$ cat config.mk
export PLATFORM = sky130hd
export DESIGN_NAME = irq_ctrl_flat
export DESIGN_NICKNAME = d
export VERILOG_FILES = /design/src/rtl/irq_ctrl_if.sv /design/src/rtl/irq_ctrl.sv /design/src/flat_wrapper.sv
export SDC_FILE = /design/constraint.sdc
export NUM_CORES = 1
export LEC_CHECK = 0
export CAP_MARGIN = 30
export CORE_UTILIZATION = 43
export DETAILED_ROUTE_END_ITERATION = 16
export PLACE_DENSITY = 0.86
export SLEW_MARGIN = 20
export SYNTH_ARGS = -nofsm -noshare
export SYNTH_HDL_FRONTEND = slang
export SYNTH_SLANG_ARGS = --single-unit
$ cat constraint.sdc
create_clock -name clk -period 1.35 [get_ports clk]
set_input_delay 0.27 -clock clk [delete_from_list [all_inputs] [get_ports clk]]
set_output_delay 0.27 -clock clk [all_outputs]
set_load 0.01 [all_outputs]
$ cat src/rtl/irq_ctrl_if.sv
// irq_ctrl_if: interrupt source, enable, CPU handshake and status signals of irq_ctrl
interface irq_ctrl_if #(
   parameter int NUM_IRQ = 8,
   parameter int ID_W = 3
);
   logic [NUM_IRQ-1:0] irq_in, irq_en, pending;
   logic claim, complete, irq_req, busy;
   logic [ID_W-1:0] irq_id;
   modport master (output irq_in, irq_en, claim, complete, input irq_req, irq_id, busy, pending);
   modport slave (input irq_in, irq_en, claim, complete, output irq_req, irq_id, busy, pending);
endinterface

$ cat src/rtl/irq_ctrl.sv
// irq_ctrl: fixed-priority interrupt controller with IDLE/REQ/SERVICE handshake; define IRQ_CTRL_SYNC_EN to add a two-flop input synchroniser
module irq_ctrl #(
   parameter int NUM_IRQ = 8,
   parameter int ID_W = 3,
   parameter logic [NUM_IRQ-1:0] EDGE_MASK = '1
) (
   input logic clk,
   input logic rst,
   irq_ctrl_if.slave bus
);
   localparam logic [1:0] IDLE = 2'd0, REQ = 2'd1, SERVICE = 2'd2;
   logic [1:0] state;
   logic [NUM_IRQ-1:0] src, irq_prev, clr, cand;
   logic [ID_W-1:0] winner;
`ifdef IRQ_CTRL_SYNC_EN
   logic [NUM_IRQ-1:0] sync1, sync2;
   // two-flop synchroniser ahead of the edge/level logic
   always_ff @(posedge clk or negedge rst)
      if (!rst) begin
         sync1 <= '0;
         sync2 <= '0;
      end else begin
         sync1 <= bus.irq_in;
         sync2 <= sync1;
      end
   assign src = sync2;
`else
   assign src = bus.irq_in;
`endif
   assign cand = bus.pending & bus.irq_en;
   assign clr = (state == REQ && bus.claim) ? EDGE_MASK & (NUM_IRQ'(1) << bus.irq_id) : '0;
   // lowest-index enabled pending channel wins
   always_comb begin
      winner = '0;
      for (int i = NUM_IRQ - 1; i >= 0; i--)
         if (cand[i]) winner = ID_W'(i);
   end
   // edge bits set on a rise (a rise beats the claim clear), level bits follow the source
   always_ff @(posedge clk or negedge rst)
      if (!rst) begin
         irq_prev <= '0;
         bus.pending <= '0;
      end else begin
         irq_prev <= src;
         bus.pending <= (EDGE_MASK & ((bus.pending & ~clr) | (src & ~irq_prev))) | (~EDGE_MASK & src);
      end
   // request/claim/complete handshake; irq_id is frozen outside IDLE
   always_ff @(posedge clk or negedge rst)
      if (!rst) begin
         state <= IDLE;
         bus.irq_req <= 1'b0;
         bus.irq_id <= '0;
         bus.busy <= 1'b0;
      end else if (state == IDLE) begin
         if (|cand) begin
            state <= REQ;
            bus.irq_req <= 1'b1;
            bus.irq_id <= winner;
         end
      end else if (state == REQ) begin
         if (bus.claim) begin
            state <= SERVICE;
            bus.irq_req <= 1'b0;
            bus.busy <= 1'b1;
         end
      end else if (bus.complete) begin
         state <= IDLE;
         bus.busy <= 1'b0;
      end
endmodule

$ cat src/flat_wrapper.sv
// flat-port wrapper written by rule: the top's interface ports become plain ports
module irq_ctrl_flat 
#(
   parameter int NUM_IRQ = 8,
   parameter int ID_W = 3,
   parameter logic [NUM_IRQ-1:0] EDGE_MASK = '1
)
  (clk, rst, bus_irq_in, bus_irq_en, bus_claim, bus_complete, bus_irq_req, bus_irq_id, bus_busy, bus_pending);
  irq_ctrl_if #(.NUM_IRQ(NUM_IRQ), .ID_W(ID_W)) bus_i ();
  input logic clk;
  input logic rst;
  input wire logic [$bits(bus_i.irq_in)-1:0] bus_irq_in;
  input wire logic [$bits(bus_i.irq_en)-1:0] bus_irq_en;
  input wire logic [$bits(bus_i.claim)-1:0] bus_claim;
  input wire logic [$bits(bus_i.complete)-1:0] bus_complete;
  output wire logic [$bits(bus_i.irq_req)-1:0] bus_irq_req;
  output wire logic [$bits(bus_i.irq_id)-1:0] bus_irq_id;
  output wire logic [$bits(bus_i.busy)-1:0] bus_busy;
  output wire logic [$bits(bus_i.pending)-1:0] bus_pending;
  assign bus_i.irq_in = bus_irq_in;
  assign bus_i.irq_en = bus_irq_en;
  assign bus_i.claim = bus_claim;
  assign bus_i.complete = bus_complete;
  assign bus_irq_req = bus_i.irq_req;
  assign bus_irq_id = bus_i.irq_id;
  assign bus_busy = bus_i.busy;
  assign bus_pending = bus_i.pending;
  irq_ctrl #(.NUM_IRQ(NUM_IRQ), .ID_W(ID_W), .EDGE_MASK(EDGE_MASK)) u_core (.clk(clk), .rst(rst), .bus(bus_i));
endmodule
==> results of run 1 <==
-- per-layer routing --
metal,up-vias,routed length (um),GRT usage
li1,414,-,-
met1,428,886,0.253
met2,36,1230,0.400
met3,5,141,0.0717
met4,0,26,0.0343
met5,-,0,0
-- registers in the layout (all words and copies together), names as in the netlist --
signal	count
u_core.bus.pending	8
u_core.irq_prev	8
u_core.bus.irq_id	3
u_core.state	2
u_core.bus.busy	1
u_core.bus.irq_req	1
-- cell usage after synthesis --
library cell	count
sky130_fd_sc_hd__o2bb2ai_1	1
sky130_fd_sc_hd__nand4b_1	1
sky130_fd_sc_hd__o31ai_1	1
sky130_fd_sc_hd__nand3_1	1
sky130_fd_sc_hd__a21oi_1	5
sky130_fd_sc_hd__nand2_1	14
sky130_fd_sc_hd__inv_1	10
sky130_fd_sc_hd__dfrtp_1	23
sky130_fd_sc_hd__o21ai_0	13
sky130_fd_sc_hd__nand2b_1	3
sky130_fd_sc_hd__or2_4	1
sky130_fd_sc_hd__a22oi_1	4
sky130_fd_sc_hd__o21ai_1	2
sky130_fd_sc_hd__nor2_1	1
sky130_fd_sc_hd__nand4_1	1
sky130_fd_sc_hd__a32o_1	2
sky130_fd_sc_hd__o22ai_1	1
sky130_fd_sc_hd__a31oi_1	1
sky130_fd_sc_hd__o21ai_2	1
sky130_fd_sc_hd__o31ai_4	1
sky130_fd_sc_hd__nand3b_4	1
-- final cells by class --
cell class | count | share of cell area
flip-flops and latches | 23 | 0.398
repair buffers | 47 | 0.288
multi-input cells | 55 | 0.244
inverters | 10 | 0.0260
well taps | 27 | 0.0234
clock buffers | 3 | 0.0156
clock inverters | 1 | 0.00519
-- power groups by stage --
stage,clock network (mW),logic [mW],registers [mW]
2_1_floorplan,0,0.378,1.12
3_3_place_gp,0,0.957,1.04
3_5_place_dp,0,0.983,1.06
4_1_cts,0.333,1.09,0.987
5_1_grt,0.362,1.23,1.01
6_report,0.318,1.12,0.988
-- logic make-up (layout without fill, tap and decap cells) --
| logic type | after synthesis | count (layout) | synth area share |
|---|---|---|---|
| compound gates | 32 | 32 | 0.221 |
| flops | 23 | 23 | 0.608 |
| buf+inv | 10 | 61 | 0.0397 |
| simple gates | 23 | 23 | 0.131 |
-- worst max-delay path by stage --
stage                                       end  slack [ns]
final                      u_core.bus.irq_id[0]        0.03
after global routing       u_core.bus.irq_id[0]      -0.001
after CTS                  u_core.bus.irq_id[0]       0.006
after detailed placement  u_core.bus.pending[7]       -0.24
after global placement    u_core.bus.pending[0]       -0.19
after floorplan           u_core.bus.pending[0]        0.19
-- repair_timing --
action / in CTS / in global routing
endpoints found under the setup margin: 13 / 4
gates resized for setup: 14 / 4
buffers inserted: 10 / 0
==> impl_results.md, run 1 <==
- Outcome: completed
- Post-synthesis cell area: roughly 950 um2
- Critical path's top delay family: flip-flops
- Overall Power: ~2.4 mW
- Endpoint kind of the worst setup timing path: register
- Sum of routed wire length over all layers: between 2000 and 2500 um
- Number of antenna cells inserted: 0
- Arrival time of data at the critical path endpoint: between 1.5 and 2 ns
- Largest net degree at the start of global routing: 24
- Number of cells on the critical path: 5
- Worst min-delay path class: in -> async
- Maximum ir drop on the vdd rail: about 1300 uV
- Critical Setup Path Class: reg -> reg
- Endpoint of the worst register-to-register path: u_core.bus.irq_id[0]
- Post-route fraction of the period consumed by the critical path: 0.978
- Count of final setup violators: 0
- Number of I/O pins: 33
- Final estimated routing congestion in global placement: approximately 0.82
- Most common library cell in the layout ignoring fill and taps: sky130_fd_sc_hd__dfrtp_1
- Port-buffer cells: 32
- Share of the yosys chip area belonging to registers: 0.608
- Source-to-sink clock delay at the later pin of the worst-skew pair: between 0.3 and 0.4 ns
- Worst Path Max Fanout: 4
- # DRC: 0
- Overall routing resource usage: 0.219
- Max-slew violation total from the final report: 0
- Die Wd: around 49 um
- Maximum single-stage delay on the critical path: around 0.42 ns
- Clock slew seen by the registers of the worst setup and hold paths: 0.13 ns
- CTS tree: built
- Cell-by-cell listing of the critical path: buf_4 > a22oi_2 > nand4_1 > nand2_1 > o2bb2ai_1
- Initial core utilization: 0.468
- Total of fill cells in the finished design: around 170
- Worst-path cell with the longest stage delay: sky130_fd_sc_hd__dfrtp_1
- Overall die height: 48.9 um
- Post-placement cell area: 0.00134 mm2
- Final Hold Vio Count: 0
- Startpoint Class: register
- Leakage power of the design: 0.628 nW
- Worst hold slack after final layout: 0.281 ns
- First-iteration detailed-routing DRC count: 20
- YS warnings: 0
- Timing startpoint of the critical path: u_core.bus.pending[3]
- Antenna violations before repair: 0
- Core Region: 0.00202 mm2
- Average size of a mapped cell: ~11 um2
- Maximum buffer depth of the clock tree: 2
- Worst EP required: 1.59 ns
- Area taken by flip-flops and latches: around 580 um2
- Core occupancy in the finished layout: 0.715
- Clock Sink Count: 23
- Post-Layout Inst Area: around 0.0014 mm2
- CTS Hold Bufs: 0
- Startpoint of the lowest-slack register-to-register path: u_core.bus.pending[3]
- Setup WS post-layout: around 0.03 ns
- Synth top area cells: sky130_fd_sc_hd__dfrtp_1 (61%), sky130_fd_sc_hd__o21ai_0 (6.9%), sky130_fd_sc_hd__nand2_1 (5.6%)
- Number of rows in the core area: 16
- Setup skew after layout: 0.0103 ns
- Worst-case headroom to the max-slew limit: 0.773
- Commonest cells after routing, fill and taps aside: sky130_fd_sc_hd__dfrtp_1 (23), sky130_fd_sc_hd__clkdlybuf4s50_1 (19), sky130_fd_sc_hd__buf_4 (15), sky130_fd_sc_hd__nand2_1 (14), sky130_fd_sc_hd__dlygate4sd2_1 (13)
- Fraction of final layout cells sized beyond drive strength 1: 0.194
- Number of vias after detailed routing: slightly below 900
- Worst setup slack before clock tree synthesis: -0.239 ns
- Post-Place Cells: between 150 and 200
- Cell type with the highest aggregate area in the netlist: sky130_fd_sc_hd__dfrtp_1
- Gr ovfl total: 0
- Area share of the leading cell type in the synthesized netlist: 0.608
- Number of antenna-violating nets in the routed design: 0
- Psw: approximately 0.88 mW
- Proportion of power drawn by flip-flops and latches: 0.407
- Vias in the first global route: around 900
- Relative contribution of combinational cells to total power: 0.461
- Routed length per placed instance: 13.8 um
- Detail-routed via count per cell: ~5.3
- Area Growth Syn to Fin: 52.9%
- Synth cell types: 21
- Buffer and inverter count on the worst path: 1
- Buffer cell driving the clock tree root: sky130_fd_sc_hd__clkbuf_4
- Actual slew at the worst max-slew pin: about 0.34 ns
- First-pass GRT wire length: 3940 um
- Detailed-routing iteration count for the pre-antenna-repair pass: 4
- Total power divided by cell area: ~1700 mW/mm2
- # Max-Cap Violations: 0
- Total negative slack for setup checks: 0 ns
- Post-layout minimum cycle time: roughly 1.3 ns
- R2R setup slack: 0.03 ns
- Non-filler cells in the finished layout: roughly 170
- Clock power share: 0.131
- Multi-input gate area: 353 um2
- Internal Dissipation: approximately 1.5 mW
- Post-synthesis register bit count: 23
- # nets final: 160
- CTS HTree Levels: 1
- Switching Share: 0.365
- Syn Inst Count: 88
- Num CTS Buffers: 3
- Fmax: 757 MHz
- Area of the die: 0.00239 mm2
- Syn Nets: about 110
- Post-DP HPWL: about 1700 um
- Number of cells on the worst reg-to-reg path: 5
Power figures use the tool's default switching activity.
==> inputs of run 2 (changes only) <==
- CORE_MARGIN: unset -> 10
- GPL_TIMING_DRIVEN: unset -> 0
==> run 2 against run 1 <==
Net effect:
- combinational power decreased by 8%
- maximum frequency up 0.23%
- register-to-register slack about the same
- worst setup slack gained 0.0030 ns
- sequential cell count did not move
- clock-buffer cell count did not move
- non-clock buffer count fell by 4
- largest cell class unchanged
==> impl_results.md, run 2 (same netlist as run 1, synthesis figures left out) <==
- Outcome: completed
- Count of final setup violators: 0 (unchanged)
- Maximum ir drop on the vdd rail: 1160 uV (-9.3%)
- Post-Layout Inst Area: 0.00142 mm2 (-2.0%)
- Routed length per placed instance: 14.4 um (+4.4%)
- Core occupancy in the finished layout: 0.701 (-0.0142)
- Total power divided by cell area: 1670 mW/mm2 (-0.33%)
- Final Hold Vio Count: 0 (unchanged)
- Die Wd: 66.9 um (+37%)
- Leakage power of the design: 0.614 nW (-2.3%)
- # nets final: 156 (-2.5%)
- Fraction of final layout cells sized beyond drive strength 1: 0.200 (+0.00576)
- Maximum single-stage delay on the critical path: 0.40 ns (-0.02 ns)
- Buffer cell driving the clock tree root: sky130_fd_sc_hd__clkbuf_4
- CTS HTree Levels: 1 (unchanged)
- Num CTS Buffers: 3 (unchanged)
- Initial core utilization: 0.468 (unchanged)
- Overall Power: 2.37 mW (-2.3%)
- # DRC: 0 (unchanged)
- Number of I/O pins: 33 (unchanged)
- Non-filler cells in the finished layout: 162 (-2.4%)
- Worst-path cell with the longest stage delay: sky130_fd_sc_hd__dfrtp_1
- Worst setup slack before clock tree synthesis: -0.240 ns (-0.00129 ns)
- Proportion of power drawn by flip-flops and latches: 0.427 (+0.020)
- Critical Setup Path Class: reg -> reg
- Actual slew at the worst max-slew pin: 0.494 ns (+0.155 ns)
- Startpoint Class: register
- Cell-by-cell listing of the critical path: buf_4 > a22oi_1 > nand4_1 > nand2_2 > o2bb2ai_1
- Post-Place Cells: 147 (-3.3%)
- Antenna violations before repair: 0 (unchanged)
- Switching Share: 0.365 (about the same)
- CTS tree: built
- Worst Path Max Fanout: 3 (-1)
- Vias in the first global route: 859 (-4.8%)
- Gr ovfl total: 0 (unchanged)
- Psw: 0.865 mW (-2.3%)
- Most common library cell in the layout ignoring fill and taps: sky130_fd_sc_hd__dfrtp_1
- First-iteration detailed-routing DRC count: 17 (-15%)
- Worst-case headroom to the max-slew limit: 0.670 (-0.103)
- Commonest cells after routing, fill and taps aside: sky130_fd_sc_hd__dfrtp_1 (20), sky130_fd_sc_hd__clkdlybuf4s50_1 (18), sky130_fd_sc_hd__nand2_1 (13), sky130_fd_sc_hd__o21ai_0 (12)
- Fmax: 759 MHz (+0.23%)
- Worst hold slack after final layout: 0.397 ns (+0.116 ns)
- Clock slew seen by the registers of the worst setup and hold paths: 0.12 ns (about the same)
- Buffer and inverter count on the worst path: 1 (unchanged)
- Final estimated routing congestion in global placement: 0.857 (+4.0%)
- First-pass GRT wire length: 3930 um (-0.33%)
- Worst EP required: 1.60 ns (about the same)
- Relative contribution of combinational cells to total power: 0.435 (-0.026)
- Number of antenna cells inserted: 0 (unchanged)
- Largest registers in the final layout: u_core.bus.pending (8), u_core.irq_prev (8), u_core.bus.irq_id (3)
- Total negative slack for setup checks: 0 ns (unchanged)
- Number of rows in the core area: 16 (unchanged)
- Clock Sink Count: 23 (unchanged)
- Detail-routed via count per cell: 5.03 (-5.4%)
- Overall die height: 66.9 um (+37%)
- Clock power share: 0.137 (+0.006)
- Source-to-sink clock delay at the later pin of the worst-skew pair: 0.32 ns (about the same)
- Area Growth Syn to Fin: 49.9%
- Critical path's top delay family: flip-flops
- Sum of routed wire length over all layers: 2330 um (+1.8%)
- Maximum buffer depth of the clock tree: 2 (unchanged)
- Number of antenna-violating nets in the routed design: 0 (unchanged)
- Number of vias after detailed routing: 815 (-7.7%)
- # Max-Cap Violations: 0 (unchanged)
- Area of the die: 0.00448 mm2 (+87%)
- Post-placement cell area: 0.00130 mm2 (-2.8%)
- Largest net degree at the start of global routing: 24 (unchanged)
- Port-buffer cells: 32 (unchanged)
- Arrival time of data at the critical path endpoint: 1.57 ns (about the same)
- Core Region: 0.00202 mm2 (unchanged)
- Post-route fraction of the period consumed by the critical path: 0.976 (-0.00222)
- Endpoint kind of the worst setup timing path: register
- Post-DP HPWL: 1790 um (+7.2%)
- Overall routing resource usage: 0.114 (-0.106)
- Internal Dissipation: 1.50 mW (-2.3%)
- Max-slew violation total from the final report: 0 (unchanged)
- Post-layout minimum cycle time: 1.32 ns (-0.00299 ns)
- Worst min-delay path class: in -> reg
- Detailed-routing iteration count for the pre-antenna-repair pass: 4 (unchanged)
- Setup skew after layout: 0.00261 ns (-0.00771 ns)
- Setup WS post-layout: 0.0322 ns (+0.00299 ns)
run 2: changes by cell type in the layout (fill, tap and decap cells not counted), sizes merged:
cell	previous run	this run
dlygate4sd3	0	1
clkdlybuf4s50	19	18
clkbuf	3	4
dlygate4sd2	13	7
clkdlybuf4s15	0	5
buf	15	11
run 2: path summary, 6_finish.rpt:
kind / from / endpoint / slack [ns] / cells past startpoint
min in group asynchronous: rst / u_core.bus.pending[6] / 0.43 / 2
max in group asynchronous: rst / u_core.bus.irq_id[1] / 0.56 / 2
setup / recovery: u_core.bus.pending[0] / u_core.bus.irq_id[0] / 0.03 / 5
hold reg to reg: u_core.irq_prev[7] / u_core.bus.pending[7] / 0.42 / 1
hold / removal: bus_irq_in[5] / u_core.irq_prev[5] / 0.40 / 1
setup reg to reg: u_core.bus.pending[0] / u_core.bus.irq_id[0] / 0.03 / 5
run 2: power groups by stage:
stage / clock (mW) / combinational (mW) / sequential (mW)
6_report: 0.326 / 1.03 / 1.01
5_1_grt: 0.365 / 1.15 / 1.04
4_1_cts: 0.332 / 0.948 / 1.01
3_5_place_dp: 0 / 0.873 / 1.10
3_3_place_gp: 0 / 0.854 / 1.09
2_1_floorplan: 0 / 0.378 / 1.12
run 2: cell type report:
cell class | instances | area (um2)
multi-input cells | 55 | 350
well taps | 27 | 33.8
fillers | 150 | 604
clock buffers | 3 | 22.5
repair buffers | 43 | 387
flip-flops and latches | 23 | 579
inverters | 10 | 37.5
clock inverters | 1 | 7.51
run 2: repair_timing:
action / 4_1_cts / 5_1_grt
buffers inserted: 6 / 4
resized for setup: 15 / 13
pin swaps: 0 / 2
setup endpoints to repair: 13 / 13
hold buffers: 0 / 1
hold endpoints to repair: 0 / 23
run 2: worst register-to-register path: stages (launching register included):
cell and delay [ns]:
sky130_fd_sc_hd__dfrtp_1 0.40, sky130_fd_sc_hd__buf_4 0.15, sky130_fd_sc_hd__a22oi_1 0.25, sky130_fd_sc_hd__nand4_1 0.21, sky130_fd_sc_hd__nand2_2 0.14, sky130_fd_sc_hd__o2bb2ai_1 0.11
run 2: routing by layer:
metal / vias to the layer above / global-route usage / share of wire
li1: 405 / - / -
met1: 382 / 0.118 / 0.37
met2: 26 / 0.190 / 0.52
met3: 2 / 0.0719 / 0.10
met4: 0 / 0.0231 / 0.0026
met5: - / 0 / 0
